--- config.mk ---
export PLATFORM = sky130hd
export DESIGN_NAME = mux81_rr
export DESIGN_NICKNAME = d
export VERILOG_FILES = /design/src/rtl/mux_pkg.sv /design/src/rtl/rr_arb8.sv /design/src/rtl/mux81_rr.sv
export SDC_FILE = /design/constraint.sdc
export NUM_CORES = 1
export LEC_CHECK = 0
export ABC_AREA = 1
export BUFFER_PORTS_ARGS = -buffer_cell sky130_fd_sc_hd__buf_2
export CAP_MARGIN = 0
export CORE_ASPECT_RATIO = 1.4
export CORE_MARGIN = 4
export CORE_UTILIZATION = 52
export CTS_BUF_LIST = sky130_fd_sc_hd__clkbuf_4 sky130_fd_sc_hd__clkbuf_8
export DETAILED_ROUTE_END_ITERATION = 8
export HOLD_SLACK_MARGIN = 0.06
export PLACE_DENSITY = 0.87
export SYNTH_ARGS = -nofsm -noshare
export SYNTH_HDL_FRONTEND = slang
export SYNTH_SLANG_ARGS = --single-unit
--- constraint.sdc ---
create_clock -name clk -period 8.3 [get_ports clk]
set_input_delay 1.245 -clock clk [delete_from_list [all_inputs] [get_ports clk]]
set_output_delay 1.245 -clock clk [all_outputs]
set_load 0.02 [all_outputs]
--- src/rtl/mux_pkg.sv ---
// Shared constants for the 8:1 round-robin merge.
// Also fixes how out_sel bits map onto the downstream 1:8 demux enables.
package mux_pkg;

  localparam int NCH   = 8;
  localparam int SELW  = 3;
  localparam int W_DEF = 8;

  // out_sel bit feeding each demux enable (e1 is the MSB)
  localparam int DMX_E1_BIT = 2;
  localparam int DMX_E2_BIT = 1;
  localparam int DMX_E3_BIT = 0;

  function automatic logic [SELW-1:0] next_ptr(
    input logic [SELW-1:0] g
  );
    return g + 1'b1;
  endfunction

endpackage

--- src/rtl/rr_arb8.sv ---
// 8-way round-robin arbiter: rotate, lowest-bit pick, rotate back.
// Outputs are gated by en so nothing is granted while the sink is busy.
module rr_arb8
  import mux_pkg::*;
(
  input  logic [NCH-1:0]  req,
  input  logic [SELW-1:0] ptr,
  input  logic            en,
  output logic [NCH-1:0]  gnt,
  output logic [SELW-1:0] idx,
  output logic            any
);

  logic [2*NCH-1:0] w_rdbl;
  logic [2*NCH-1:0] w_gdbl;
  logic [NCH-1:0]   w_rot;
  logic [NCH-1:0]   w_pick;
  logic [SELW-1:0]  w_pidx;

  always_comb begin
    w_rdbl = {req, req} >> ptr;
    w_rot  = w_rdbl[NCH-1:0];
    w_pick = w_rot & (~w_rot + 1'b1);
    w_pidx = '0;
    for (int i = NCH - 1; i >= 0; i--) begin
      if (w_pick[i]) w_pidx = SELW'(i);
    end
    w_gdbl = {w_pick, w_pick} << ptr;
    any    = en & (|req);
    gnt    = any ? w_gdbl[2*NCH-1:NCH] : '0;
    idx    = w_pidx + ptr;
  end

endmodule

--- src/rtl/mux81_rr.sv ---
// 8:1 round-robin merge onto one registered valid/ready stream.
// Each word is tagged with its source channel in out_sel.
module mux81_rr
  import mux_pkg::*;
#(
  parameter int W = W_DEF
) (
  input  logic             clk,
  input  logic             rst_n,
  input  logic [NCH-1:0]   in_valid,
  input  logic [NCH*W-1:0] in_data,
  output logic [NCH-1:0]   in_ready,
  output logic             out_valid,
  output logic [W-1:0]     out_data,
  output logic [SELW-1:0]  out_sel,
  input  logic             out_ready
);

  logic [SELW-1:0] r_ptr;
  logic            r_out_valid;
  logic [W-1:0]    r_out_data;
  logic [SELW-1:0] r_out_sel;

  logic            w_load;
  logic            w_en;
  logic [NCH-1:0]  w_gnt;
  logic [SELW-1:0] w_idx;
  logic            w_any;
  logic [W-1:0]    w_data;

  assign w_load = ~r_out_valid | out_ready;
  // Keep every in_ready low while reset is held.
  assign w_en   = w_load & rst_n;

  rr_arb8 u_arb (
    .req (in_valid),
    .ptr (r_ptr),
    .en  (w_en),
    .gnt (w_gnt),
    .idx (w_idx),
    .any (w_any)
  );

  assign w_data = in_data[w_idx*W +: W];

  always_ff @(posedge clk) begin
    if (!rst_n) begin
      r_ptr       <= '0;
      r_out_valid <= 1'b0;
      r_out_data  <= '0;
      r_out_sel   <= '0;
    end else if (w_load) begin
      if (w_any) begin
        r_out_valid <= 1'b1;
        r_out_data  <= w_data;
        r_out_sel   <= w_idx;
        r_ptr       <= next_ptr(w_idx);
      end else begin
        r_out_valid <= 1'b0;
      end
    end
  end

  assign in_ready  = w_gnt;
  assign out_valid = r_out_valid;
  assign out_data  = r_out_data;
  assign out_sel   = r_out_sel;

endmodule

==> results by stage, run 1 <==
Finish:
- Leaving out fill and tap cells, the most frequent cells in the layout are sky130_fd_sc_hd__nand2_1 (164), sky130_fd_sc_hd__buf_2 (94), sky130_fd_sc_hd__nand3_1 (66).
- 0 antenna diodes ended up in the layout.
- Of the cells placed in the final design, the portion with a size suffix greater than 1 is 23.6%.
- Across the whole layout, storage elements account for 300 µm².
- The area of the multi-input gates is between 0.001 and 0.0015 mm².
- The cell area after layout is 0.00255 mm².
- The net total in the final layout is 569.
- Fill cells in the final layout number around 400.
- The commonest non-fill, non-tap cell in the layout is sky130_fd_sc_hd__nand2_1.
- For this run, the share of the core covered by cells in the final layout is 65.0%.
- The layout overhead on the synthesized area is 20.8%.
- The count of cells in the finished layout, fillers not included, comes to 535.

Logic synthesis:
- The netlist uses 33 different library cells.
- The share of the Yosys chip area taken by registers is 14.2%.
- Synthesis produced 416 cells.
- The number of nets in the synthesized netlist is 492.
- Yosys mapped a number of flops with a built-in enable equal to 0.
- The total number of yosys warnings is 0.
- In this run the mean area of a mapped cell was 5.07 µm².
- The post-synthesis async set-or-reset flop share is 0%.
- The post-synth design cell area is 0.00211 mm².
- In this run, synthesis produced a sequential element count of 15.
- The commonest register cell after synthesis is sky130_fd_sc_hd__dfxtp_1.

STA:
- Setup repair after global routing left no endpoint under its margin.
- The highest achievable clock rate is 0.222 GHz.
- The final max-slew violation count came to 0.
- The routed design could run at a clock period as short as approximately 4500 ps.
- On the final layout, the worst hold slack is about 470 ps.
- Headroom to the max-slew limit came out at 53.8%.
- Of the available clock period, the critical path in the final layout requires 54.3%.
- Setup total negative slack on the finished layout was measured at 0 ps.
- The hold violation count in the final report is 0.
- The setup-violating endpoint count in the final report is 0.
- For the pin with the worst max-slew slack, the measured transition is between 600 and 700 ps.
- The worst setup skew after layout is 5.99 ps.

Clocking:
- The number of sinks handled by clock tree synthesis is 15.
- TritonCTS built the clock tree.
- The insertion delay to the later sink of the worst-skew pair is around 250 ps.
- The level count of the clock H-tree is 1.
- The total clock buffers created by CTS is 3.
- Clock-pin slew was measured on the worst setup and hold paths at about 70 ps.
- In this run the post-CTS setup repair buffer count came out at 0.
- The clock root buffer is sky130_fd_sc_hd__clkbuf_8.
- The buffer levels on the longest clock path is 2.
- After clock tree synthesis, the repair step resized 0 gates.
- Buffers inserted to repair hold after CTS numbered 0.

Placement:
- The half-perimeter wire length after detailed placement is 5.28 mm.
- The cell count after placement is around 530.
- The global placement routability congestion is 0.932.
- The port buffer count is 94.
- The cell area reported after detailed placement is 0.00250 mm².

Die:
- The chip height is 83.4 µm.
- The die width is between 60 and 70 µm.
- For this design the top-level I/O count stands at 95.
- The area of the core is 0.00392 mm².
- In this run the core area contains 27 standard-cell rows.
- The die covers between 0.005 and 0.006 mm².
- The initial cell density of the core is a little over half.

Pwr:
- Summed over all cells, the static leakage comes to about 1.5 nW.
- VDD sags by at most 0.000282 V.
- For this design the ratio of total power to cell area is 513 mW/mm².

Global routing:
- Entering global routing, the biggest net connects 31 pins.
- The number of antenna violations at the first check in global routing came to 0.
- The global-route usage over all layers is 25.2%.
- The number of global-route vias before repair is 2590.
- The first global-routing pass estimated 10.4 mm of wire.
- Global routing finished with a remaining overflow of 0.

Hold path:
- In this run the most critical hold path is launched from out_data[1].
- The worst-case hold path end point is out_data[1].
- The worst hold-check path type is reg2reg.
- The worst hold path passes through 2 cells.

Route:
- The routed layout has 2864 vias.
- Dividing the detail-routed via count by the number of cells gives roughly 5.4.
- The per-cell routed wire length is 12.3 µm.
- The first-pass detailed-route iteration total is 5.
- Wires add up to about 6.6 mm.
- The number of DRC violations after detailed-routing iteration 0 is 206.
- The residual antenna-violating net count after detailed routing is 0.
- For this run, design rule violations remaining after detail routing come to 0.

Run status:
- The flow ran to the end, and the final reports show no timing, DRC or antenna violations.

Critical path:
- In this run the worst path has a maximum fanout of 22.
- The flop-to-flop setup slack is 3900 ps.
- The startpoint identified for the worst register-to-register timing path is r_ptr[0].
- The depth of the worst register-to-register path is 19.
- The kind of end point of the critical path is a flip-flop.
- The end of the worst register-to-register path is out_data[3].
- Among the stages of the critical path, the cell type that occurs most often is sky130_fd_sc_hd__nand2_1.
- The worst path arrival time is 4640 ps.
- The critical-path cell with the highest stage delay is sky130_fd_sc_hd__fa_1.
- STA classifies the critical path startpoint as an input port.
- The critical path goes through buf_2, nand2_1, nand3_1, nand2_1, nand2_1, nand2_1, nand2_1, nor2_1, nand2_1, nand4_1, nand2_2, fa_1, inv_1, nand3_1, nor2_1, nor2_1, nand3_1, nand3_1, a21oi_1.
- In this design, the stage delay of the slowest critical-path cell is between 900 and 1000 ps.
- The start-to-end type of the worst setup path is in2reg.
- The endpoint required time on the critical path is 8430 ps.

Job:
- The number of max-cap violations is 0.
[logic make-up (layout without fill, tap and decap cells)]
family	Yosys count	after routing	share of synthesized area (%)
simple gates	293	293	59.8
buf+inv	68	144	14.8
compound gates	37	37	9.31
flops	15	15	14.2
fa+ha+maj	1	1	0.949
xor+xnor	1	1	0.415
mux	1	1	0.475
[sequential cells by signal, summed over array words and instances, names as in the netlist]
signal / flops
out_data: 8
out_sel: 3
out_valid: 1
r_ptr: 3
[final cells by class]
cell class / instances / area share [%]
inverters: 45 / 6.73
multi-input cells: 333 / 58.8
repair buffers: 95 / 18.8
clock buffers: 3 / 1.62
clock inverters: 1 / 0.196
flip-flops and latches: 15 / 11.8
well taps: 43 / 2.11
[through the flow]
| stage | power, W | worst slack [ps] |
|---|---|---|
| floorplan | 0.00105 | 4170 |
| finish | 0.00131 | 3790 |
| CTS | 0.00130 | 3810 |
| detailed placement | 0.00123 | 3570 |
| global route | 0.00147 | 3320 |
| global placement | 0.00121 | 3700 |
[Yosys cell counts, types with 4 or more instances]
master / n / area (µm²)
sky130_fd_sc_hd__a21oi_1: 7 / 35.0
sky130_fd_sc_hd__buf_2: 7 / 35.0
sky130_fd_sc_hd__buf_4: 4 / 30.0
sky130_fd_sc_hd__buf_6: 4 / 45.0
sky130_fd_sc_hd__clkbuf_1: 7 / 26.3
sky130_fd_sc_hd__dfxtp_1: 15 / 300
sky130_fd_sc_hd__inv_1: 39 / 146
sky130_fd_sc_hd__inv_2: 4 / 15.0
sky130_fd_sc_hd__nand2_1: 164 / 616
sky130_fd_sc_hd__nand2_2: 7 / 43.8
sky130_fd_sc_hd__nand3_1: 66 / 330
sky130_fd_sc_hd__nand3b_1: 6 / 45.0
sky130_fd_sc_hd__nor2_1: 39 / 146
sky130_fd_sc_hd__o21ai_0: 24 / 120
[routing by layer]
| metal | wire length, µm | up-vias | global-route usage, % |
|---|---|---|---|
| met3 | 490 | 24 | 2.33 |
| met5 | 0 | - | 0 |
| li1 | - | 1468 | - |
| met4 | 265 | 0 | 12.7 |
| met1 | 2500 | 1231 | 28.5 |
| met2 | 3330 | 141 | 44.1 |
[how the worst max path moves through the flow]
stage                      from           to  slack (ps)
global route        in_valid[0]  out_data[3]        3320
finish              in_valid[2]  out_data[3]        3790
global placement    in_valid[6]  out_data[3]        3700
floorplan                 rst_n  in_ready[5]        4170
CTS                 in_valid[2]  out_data[3]        3810
detailed placement  in_valid[2]  out_data[3]        3570
[where the power goes]
part / switching [W] / internal [W] / leakage [nW]
sequential: 0.0000389 / 0.0000970 / 0.124
clock: 0.0000276 / 0.0000333 / 0.0255
combinational: 0.000762 / 0.000349 / 1.39
[critical path: cells and delay by family]
kind / cells / cell delay (ps)
buffers and inverters: 2 / 520
AOI/OAI and AO/OA: 1 / 70
and+or+nand+nor: 15 / 1830
adders and majority gates: 1 / 990
Power figures use the tool's default switching activity.
==> run 2: changes to the inputs <==
--- a/config.mk
+++ b/config.mk
@@ -10,11 +10,11 @@
 export CAP_MARGIN = 0
 export CORE_ASPECT_RATIO = 1.4
 export CORE_MARGIN = 4
-export CORE_UTILIZATION = 52
+export CORE_UTILIZATION = 45
 export CTS_BUF_LIST = sky130_fd_sc_hd__clkbuf_4 sky130_fd_sc_hd__clkbuf_8
 export DETAILED_ROUTE_END_ITERATION = 8
 export HOLD_SLACK_MARGIN = 0.06
-export PLACE_DENSITY = 0.87
+export PLACE_DENSITY = 0.8
 export SYNTH_ARGS = -nofsm -noshare
 export SYNTH_HDL_FRONTEND = slang
 export SYNTH_SLANG_ARGS = --single-unit
==> constraint.sdc (replaced) <==
create_clock -name clk -period 3.8 [get_ports clk]
set_input_delay 0.57 -clock clk [delete_from_list [all_inputs] [get_ports clk]]
set_output_delay 0.57 -clock clk [all_outputs]
set_load 0.02 [all_outputs]
==> run 2 against run 1 <==
Net effect: die area up 14%; cell count up 4.9%; via count up 0.17%.
==> results by stage, run 2 (synthesized netlist as in run 1, its figures left out) <==
Run status:
- The flow ran to the end, and the final reports show no timing, DRC or antenna violations.

Critical path:
- STA classifies the critical path startpoint as a flip-flop.
- The signal on the critical path passes through inv_4, nand3_1, nand2_1, nand2_1, nand2_1, nand2_1, inv_1, nand3_1, and2_1, nand2_1, nor2_1, fa_1, inv_1, nand3_1, nor2_1, nor2_1, nand3_1, nand3_1, a21oi_1.
- For this run, the slowest stage of the critical path takes 600 ps.
- STA puts the critical path data arrival time at 3480 ps.
- The maximum fanout encountered on the critical timing path is 16.
- For the worst setup path, the data required time is 3980 ps.
- The worst setup path is captured at a flip-flop.
- Together, buffers and inverters on the worst path number 3.
- The slowest stage of the critical path belongs to the cell sky130_fd_sc_hd__dfxtp_1.
- The end of the worst register-to-register path is out_data[4].
- The worst register-to-register path begins at r_ptr[1].
- The flop-to-flop setup slack is 510 ps.
- The depth of the worst register-to-register path is 19.
- On the critical path the largest part of the delay comes from simple AND/OR/NAND/NOR gates.
- The start-to-end type of the worst setup path is reg2reg.

Placement:
- The wire-length estimate of the detail-placed layout is around 5.4 mm.
- The cell area reported after detailed placement is between 0.002 and 0.003 mm².
- The count of buffers added on input and output ports is 94.
- The congestion estimate from routability-driven global placement came to 0.943.

STA:
- The final max-slew violation count came to 0.
- Setup repair after global routing left no endpoint under its margin.
- The final clock period utilization by the worst path is 86.7%.
- Adding up every negative setup slack in the final design gives 0 ps.
- The hold violation count in the final report is 0.
- Setup violations remaining at the end of the flow were counted as 0.
- Derived from the worst setup path, the maximum achievable clock frequency is 0.304 GHz.
- Measured against its own limit, the worst slew margin works out to 65.9%.
- On the final layout, the worst clock skew is 4.58 ps.
- The post-route worst hold slack is roughly 470 ps.
- The slew at the pin closest to its max-slew limit is approximately 510 ps.
- The routed design could run at a clock period as short as 3290 ps.

Finish:
- The number of flip-flops in the largest register is 8.
- Cells fill 57.8% of the core in the end.
- The net total in the final layout is between 500 and 600.
- The commonest non-fill, non-tap cell in the layout is sky130_fd_sc_hd__nand2_1.
- The layout overhead on the synthesized area is 24.4%.
- The cell area after layout is 0.00262 mm².
- The top cell types in the final layout, fill and taps aside, are sky130_fd_sc_hd__nand2_1 (164), sky130_fd_sc_hd__buf_2 (94), sky130_fd_sc_hd__nand3_1 (66).
- Cells with a size suffix above 1 make up 24.6% of the layout.
- The diode insertion count for antenna repair is 0.

Pwr:
- The worst-case IR drop observed on VDD is 0.000832 V.
- Sequential cells account for 8.8% of the total power.
- Combinational logic burns ~87% of the power.
- For this design the ratio of total power to cell area is 1130 mW/mm².
- Per report_power, the clock group accounts for under 10% of the total.
- The internal power consumption is 0.00113 W.
- Net switching is roughly three fifths of the power.
- For this design the total switching power over the nets is 0.00183 W.
- The leakage power summed over all cells is around 1.6 nW.

Global routing:
- The first global-routing pass estimated between 10 and 15 mm of wire.
- The aggregate global routing overflow is 0.
- The number of global-route vias before repair is 2630.
- The global routing usage on met2 is 43.1%.
- The routing usage on met3 is 3.02%.
- For this run, the total global-route usage over all layers was measured as between 20% and 30%.
- In the global route stage, met1 resource usage came out at about a quarter.
- The number of antenna violations at the first check in global routing is 0.
- The largest net degree at the start of global routing is 27.
- The most utilized layer in the global route result is met2.

Die:
- Row generation in the floorplan step produced 29 rows.
- The initial cell density of the core is 46.5%.
- The die covers between 0.005 and 0.006 mm².
- The die width is 65.9 µm.
- In this run the count of I/O pins placed on the die edge is 95.
- The area of the core is ~0.0045 mm².
- The die is 89.0 µm tall.

Route:
- The number of vias per cell after detailed routing is 5.11.
- For this run, design rule violations remaining after detail routing come to 0.
- In the final routed layout, each cell accounts on average for 11.6 µm.
- The first routing iteration left roughly 200 violations.
- Summing over every cut layer, the via total after detailed routing is 2869.
- The first-pass detailed-route iteration total is 5.
- Once detail routing completed, the nets flagged for antenna violations numbered 0.
- For this block, the routed nets add up to 6.53 mm of wire.

Clocking:
- After clock tree synthesis, the setup repair step added 0 buffers.
- The buffer levels on the longest clock path is 2.
- The level count of the clock H-tree is 1.
- The tree is rooted in a sky130_fd_sc_hd__clkbuf_8.
- The number of gates resized after CTS was 0.
- The clock slew seen by the registers of the worst setup and hold paths is 70 ps.
- The hold buffer count at cts is 0.
- The total clock buffers created by CTS is 3.
- Clock tree synthesis found a total of 15 sinks.
- The insertion delay to the later sink of the worst-skew pair is 250 ps.
- The CTS tree is done.

Job:
- Across the run, the number of max-cap violations was 0.

Hold path:
- The worst hold path passes through 2 cells.
- In this run the worst hold path is classified as reg2reg.
- The worst hold path begins at out_data[4].
- The worst-case hold path end point is out_data[4].
run 2: final cells by class:
cell class / count / area, µm²
fillers: 491 / 1910
multi-input cells: 333 / 1500
repair buffers: 102 / 531
flip-flops and latches: 15 / 300
inverters: 45 / 171
well taps: 62 / 77.6
clock buffers: 3 / 41.3
clock inverters: 1 / 5.00
run 2: tightest hold or removal path, delay by kind of cell, from the launching register on:
family | cells | cell delay [ps]
DFF | 1 | 310
AOI/OAI and AO/OA | 1 | 60
and+or+nand+nor | 1 | 50
run 2: worst max path at each step:
stage	to	startpoint	cells past startpoint	slack, ps
6_report	out_data[4]	r_ptr[1]	19	510
2_1_floorplan	r_ptr[1]	in_valid[0]	18	780
3_3_place_gp	out_data[1]	in_valid[7]	21	580
5_1_grt	r_ptr[2]	r_ptr[1]	21	170
4_1_cts	out_data[4]	r_ptr[1]	19	530
3_5_place_dp	r_ptr[2]	in_valid[7]	22	450
run 2: power by group through the flow:
stage | sequential [W] | combinational (W) | clock, W
after global routing | 0.000265 | 0.00292 | 0.000139
after floorplan | 0.000276 | 0.00202 | 0
after global placement | 0.000260 | 0.00252 | 0
after CTS | 0.000258 | 0.00257 | 0.000135
final | 0.000260 | 0.00257 | 0.000133
after detailed placement | 0.000262 | 0.00256 | 0
run 2: stage by stage:
stage | std cells | setup slack, ps | power (W)
after global placement | 557 | 581 | 0.00278
after global routing | 561 | 168 | 0.00333
after floorplan | 416 | 782 | 0.00230
after CTS | 561 | 534 | 0.00296
final | 561 | 506 | 0.00296
after detailed placement | 557 | 448 | 0.00282
run 2: per-layer routing:
layer / vias to the layer above / wire [µm]
met5: - / 0
met4: 0 / 257
met2: 141 / 3240
met1: 1229 / 2450
li1: 1478 / -
met3: 21 / 575
